### config.mk
export PLATFORM = sky130hd
export DESIGN_NAME = super_mode_ctrl
export DESIGN_NICKNAME = d
export VERILOG_FILES = /design/src/rtl/super_pkg.sv /design/src/rtl/super_mode_ctrl.sv
export SDC_FILE = /design/constraint.sdc
export NUM_CORES = 1
export LEC_CHECK = 0
export ABC_AREA = 1
export BUFFER_PORTS_ARGS = -buffer_cell sky130_fd_sc_hd__buf_2
export CAP_MARGIN = 20
export CORE_AREA = 4 4 49 83
export CTS_BUF_LIST = sky130_fd_sc_hd__clkbuf_4
export CTS_CLUSTER_DIAMETER = 50
export CTS_CLUSTER_SIZE = 16
export DETAILED_ROUTE_END_ITERATION = 12
export DIE_AREA = 0 0 53 87
export PLACE_DENSITY = 0.71
export SYNTH_ARGS = -nofsm -noshare
export SYNTH_HDL_FRONTEND = slang
export SYNTH_SLANG_ARGS = --single-unit
### constraint.sdc
create_clock -name clk -period 3.6 [get_ports clk]
set_clock_uncertainty 0.1 [all_clocks]
set_input_delay 0.18 -clock clk [delete_from_list [all_inputs] [get_ports clk]]
set_output_delay 0.18 -clock clk [all_outputs]
set_load 0.03 [all_outputs]
### src/rtl/super_pkg.sv
// Shared types for the turbo/reset supervisor: FSM state encoding and counter width.
package super_pkg;

    localparam int CNT_W = 16;

    typedef enum logic [1:0] {
        S_IDLE,
        S_WAIT_BUS,
        S_REQ,
        S_RST
    } state_e;

endpackage

### src/rtl/super_mode_ctrl.sv
// Turbo-state owner, clock-switch sequencer and stretched CPU reset generator.
// Optional safe-mode lock is built when SUPER_MODE_SAFE_LOCK_EN is defined.
module super_mode_ctrl
    import super_pkg::*;
#(
    parameter int unsigned RST_HOLD_CYCLES = 1024,
    parameter int unsigned SWITCH_TIMEOUT  = 4096,
    parameter logic        POR_TURBO       = 1'b1
) (
    input  logic clk,
    input  logic rst,
    input  logic turbo_toggle,
    input  logic sys_reset_req,
    input  logic sw_turbo_wr,
    input  logic sw_turbo_val,
    input  logic safe_mode,
    input  logic bus_idle,
    input  logic clk_switch_ack,
    output logic turbo_enabled,
    output logic clk_switch_req,
    output logic clk_switch_target,
    output logic cpu_reset,
    output logic reset_busy,
    output logic switch_err
);

    localparam logic [CNT_W-1:0] RST_LAST = CNT_W'(RST_HOLD_CYCLES - 1);
    localparam logic [CNT_W-1:0] TMO_LAST = CNT_W'(SWITCH_TIMEOUT - 1);

    state_e           state_q, state_d;
    logic [CNT_W-1:0] cnt_q, cnt_d;
    logic             turbo_q, turbo_d;
    logic             pend_q, pend_d;
    logic             tgt_q, tgt_d;
    logic             req_q, req_d;
    logic             target_q, target_d;
    logic             cpu_rst_q, cpu_rst_d;
    logic             err_q, err_d;

    logic             toggle_ok;
    logic             wr_ok;
    logic             force_drop;

`ifdef SUPER_MODE_SAFE_LOCK_EN
    // In safe mode only a request for the slow clock may get through.
    always_comb begin
        toggle_ok  = turbo_toggle && !safe_mode;
        wr_ok      = sw_turbo_wr && !(safe_mode && sw_turbo_val);
        force_drop = safe_mode && turbo_q && (state_q == S_IDLE);
    end
`else
    logic unused_safe_mode;
    assign unused_safe_mode = safe_mode;

    always_comb begin
        toggle_ok  = turbo_toggle;
        wr_ok      = sw_turbo_wr;
        force_drop = 1'b0;
    end
`endif

    always_comb begin
        // NOTE: every _d gets a default first so no path through the block can infer a latch.
        state_d  = state_q;
        cnt_d    = cnt_q;
        turbo_d  = turbo_q;
        pend_d   = pend_q;
        tgt_d    = tgt_q;
        req_d    = req_q;
        target_d = target_q;
        err_d    = 1'b0;

        case (state_q)
            S_IDLE: begin
                if (pend_q) begin
                    if (tgt_q == turbo_q) pend_d  = 1'b0;
                    else                  state_d = S_WAIT_BUS;
                end
            end
            S_WAIT_BUS: begin
                // A change cancelled while waiting for the bus returns without a handshake.
                if (!pend_q || (tgt_q == turbo_q)) begin
                    pend_d  = 1'b0;
                    state_d = S_IDLE;
                end else if (bus_idle) begin
                    state_d  = S_REQ;
                    req_d    = 1'b1;
                    target_d = tgt_q;
                    pend_d   = 1'b0;
                    cnt_d    = '0;
                end
            end
            S_REQ: begin
                if (clk_switch_ack) begin
                    turbo_d = target_q;
                    req_d   = 1'b0;
                    state_d = S_IDLE;
                    cnt_d   = '0;
                end else if (cnt_q == TMO_LAST) begin
                    req_d   = 1'b0;
                    err_d   = 1'b1;
                    state_d = S_IDLE;
                    cnt_d   = '0;
                end else begin
                    cnt_d = cnt_q + 1'b1;
                end
            end
            S_RST: begin
                if (cnt_q == RST_LAST) begin
                    state_d = S_IDLE;
                    cnt_d   = '0;
                end else begin
                    cnt_d = cnt_q + 1'b1;
                end
            end
            default: begin
                state_d = S_RST;
                cnt_d   = '0;
            end
        endcase

        // New events override the pend clear above; the target is frozen during a handshake.
        if (state_q != S_REQ) begin
            if (wr_ok) begin
                tgt_d  = sw_turbo_val;
                pend_d = 1'b1;
            end else if (toggle_ok) begin
                tgt_d  = pend_q ? ~tgt_q : ~turbo_q;
                pend_d = 1'b1;
            end
        end

        if (force_drop) begin
            tgt_d  = 1'b0;
            pend_d = 1'b1;
        end

        if (sys_reset_req) begin
            state_d = S_RST;
            cnt_d   = '0;
            req_d   = 1'b0;
            err_d   = 1'b0;
            turbo_d = turbo_q;
        end

        cpu_rst_d = (state_d == S_RST);
    end

    always_ff @(posedge clk) begin
        // NOTE: state flops use non-blocking assignments so every flop samples pre-edge values.
        if (rst) begin
            state_q   <= S_RST;
            cnt_q     <= '0;
            turbo_q   <= POR_TURBO;
            pend_q    <= 1'b0;
            tgt_q     <= POR_TURBO;
            req_q     <= 1'b0;
            target_q  <= POR_TURBO;
            cpu_rst_q <= 1'b1;
            err_q     <= 1'b0;
        end else begin
            state_q   <= state_d;
            cnt_q     <= cnt_d;
            turbo_q   <= turbo_d;
            pend_q    <= pend_d;
            tgt_q     <= tgt_d;
            req_q     <= req_d;
            target_q  <= target_d;
            cpu_rst_q <= cpu_rst_d;
            err_q     <= err_d;
        end
    end

    assign turbo_enabled     = turbo_q;
    assign clk_switch_req    = req_q;
    assign clk_switch_target = target_q;
    assign cpu_reset         = cpu_rst_q;
    assign reset_busy        = cpu_rst_q;
    assign switch_err        = err_q;

endmodule

==> results.yml <==
floorplanning:
  die_y_microns: 87
  rows: 28
  coreArea_sq_um: 3398
  die_width_microns: 53
  start_util_pct: 42.97
  ioPinCount: 15
  die-area_sq_um: 4611
cells_and_area:
  multiInputGateArea_sq_um: 830.8
  area_growth_pct: 10.28
  fin_area_sq_um: 1610
  diodes: 0
  final_cells: 272
  fin_nets: 238
  fillers: 366
  layout-drive-gt1-share_pct: 18.50
  area.sequential_sq_um: 500.5
placed_design:
  dpl.hpwl_microns: 2527
  io_buffers: 13
  dpl_cell_area_sq_um: 1563
  gp_congestion: 0.8930
  dp.cells: 266
global_route:
  grt.total_usage_pct: 17.17
  grt_pass1_wl_microns: 5927
  grt_pass1_vias: 1363
  grt_antenna_before_repair: 0
  gr-total-overflow: 0
  grt_max_degree: 15
synth:
  synth_edf_count: 0
  synth_area_leaders: "dfxtp_1, nand2_1, nor2_1, inv_1, nand3_1"
  ys_ff_latch: 25
  synth_cells: 210
  synthArstFlopShare_pct: 0
  seq_area_frac_synth_pct: 34.28
  syn_area_sq_um: 1460
  synth.distinct_cells: 30
  ys.flop_type: "dfxtp_1"
  yosys.area.top_type: "dfxtp_1"
  syn_area_per_cell_sq_um: 6.953
  ys_top_cells_by_count: "nand2_1, nor2_1, dfxtp_1, inv_1, nand3_1"
  syn_nets: 220
  yosysMostFrequentCell: "nand2_1"
  yosysTopAreaCellShare_pct: 34.28
  yosys_warnings: 0
clocking:
  htreeDepth: 1
  cts_tree: "yes"
  clock-sinks: 25
  post_cts.repair.setup_buffers: 0
  cts_root_buf: "clkbuf_4"
  cts_buffer_depth: 2
  clk_latency_ps: 330
  clkSlewWorstSetupHoldPaths_ps: 140
  cts_made_buffers: 3
setup_path:
  crit_top_cell: "nand2_1"
  slowest_delay_ps: 430
  critical_path.top_delay_family: "compound AO/OA/AOI/OAI gates"
  worstSetupPathType: "reg -> reg"
  cp_slowest_cell: "dfxtp_1"
  cp.required_ps: 3780
  path_cells: "nand2_1 > nand2_1 > nor2_4 > a21oi_4 > inv_2 > nand3_4 > nand2_4 > a21oi_2"
  worst_setup_path_end_kind: "register"
  arrival_ps: 1890
  worstPathMaxFanout: 13
  critPathLaunchType: "register"
  worst-path-buf-inv: 1
drt:
  first_pass_iters: 4
  wire_per_inst_microns: 11.92
  wl_microns: 3242
  wl_met2_microns: 1755
  wl_met1_microns: 1244
  vias: 1326
  antenna_left: 0
  vias_per_cell: 4.875
  top_layer_used: "met4"
  wl_met3_microns: 106
  drc: 0
  drtIter0Drc: 34
hold_path:
  hold_class: "in -> reg"
job:
  cap_viol_max_count: 0
timing:
  slew_headroom_pct: 70.97
  slew_violations: 0
  setup_viol: 0
  rsz0062_at_grt: "false"
  worstMarginPinSlew_ps: 434.5
  tns_ps: 0
  hold_viol_final: 0
  finalCritPeriodShare_pct: 47.59
  fmax_ghz: 0.5837
  fin_crit_ps: 1713
power:
  leakagePower_nw: 0.7269
  vdd_drop_max_mv: 0.2367
  p_per_area_nw_per_um2: 273.7
run_status:
  status: "complete, no violations"
-- stage by stage --
step | util [%] | worst slack (ps) | hold WS (ps) | total power, mW
floorplan | - | 2112 | 158.0 | 0.3034
global placement | 45.99 | 1935 | 297.4 | 0.3131
detailed placement | 45.99 | 1910 | 291.9 | 0.3135
CTS | 47.39 | 1878 | 5.865 | 0.4438
global route | 47.39 | 1752 | 24.98 | 0.4584
finish | 47.39 | 1887 | 1.015 | 0.4407
-- worst paths after layout --
check            startpoint              to  slack (ps)  cells past startpoint
min reg2reg  clk_switch_req  clk_switch_req         380                      2
min             sw_turbo_wr           tgt_q           1                      3
max reg2reg   turbo_enabled        cnt_q[0]        1890                      8
max           turbo_enabled        cnt_q[0]        1890                      8
-- worst register-to-register path, delay by kind of cell, from the launching register on --
kind	cells	cell delay [ps]
compound gates	2	500
simple gates	5	460
buf+inv	1	180
flops	1	430
-- cell families (layout without fill, tap and decap cells) --
kind of cell / after synthesis / after routing / share of synthesized area, %
XOR/XNOR: 8 / 8 / 4.798
AND/OR/NAND/NOR: 125 / 125 / 42.59
adder cells (fa/ha/maj): 1 / 1 / 0.8568
flip-flops: 25 / 25 / 34.28
buffers and inverters: 31 / 48 / 8.826
AO/OA/AOI/OAI: 20 / 20 / 8.655
-- what timing repair did --
| action | CTS | global route |
|---|---|---|
| gates resized for setup | 0 | 0 |
| hold buffers | 2 | 0 |
| hold endpoints to repair | 2 | 0 |
-- power by group --
| group | leakage, nW | total [mW] | internal [mW] | switching (mW) |
|---|---|---|---|---|
| clock | 0.0177 | 0.132 | 0.0418 | 0.0899 |
| sequential | 0.202 | 0.282 | 0.280 | 0.00271 |
| combinational | 0.507 | 0.0267 | 0.0101 | 0.0166 |
| total | 0.727 | 0.441 | 0.331 | 0.109 |
-- routing by layer --
| metal | global-route usage [%] | vias to the layer above |
|---|---|---|
| li1 | - | 696 |
| met2 | 32.24 | 28 |
| met1 | 16.97 | 589 |
| met3 | 2.573 | 13 |
| met5 | 0 | - |
| met4 | 9.535 | 0 |
-- cell type report --
| cell class | instances | area share (%) |
|---|---|---|
| Timing Repair Buffer | 15 | 5.284 |
| Tap cell | 45 | 3.497 |
| Multi-Input combinational cell | 154 | 51.59 |
| Clock buffer | 3 | 1.399 |
| Inverter | 29 | 6.838 |
| Sequential cell | 25 | 31.08 |
| Clock inverter | 1 | 0.3108 |
-- flip-flops by register name, indices dropped and copies added (netlist names) --
name	cells
cnt_q	16
state_q	2
clk_switch_req	1
clk_switch_target	1
cpu_reset	1
pend_q	1
switch_err	1
tgt_q	1
turbo_enabled	1
-- layout by cell type, fill, tap and decap left out --
cell type      Yosys  final
ha_1               1      1
nor2_4             2      2
nand2_2            5      5
o31ai_1            1      1
nand3_1           14     14
a21oi_2            2      2
nor2_2             5      5
nand2_4            4      4
o21ai_1            1      1
nor3_1             2      2
clkbuf_4           0      3
clkinv_2           1      2
nor2_8             1      1
a21oi_1           10     10
nand4_1            5      5
dfxtp_1           25     25
xnor2_1            4      4
inv_1             25     25
nand3_4            2      2
clkinv_1           1      1
nor2_1            27     27
nor4_1             1      1
dlygate4sd3_1      0      2
o21ai_0            3      3
xor2_1             4      4
nand3b_1           1      1
buf_2              0     13
o211ai_1           2      2
inv_2              2      2
nand2_1           56     56
a21oi_4            1      1
Note: power is estimated with default switching activity, not from simulation.
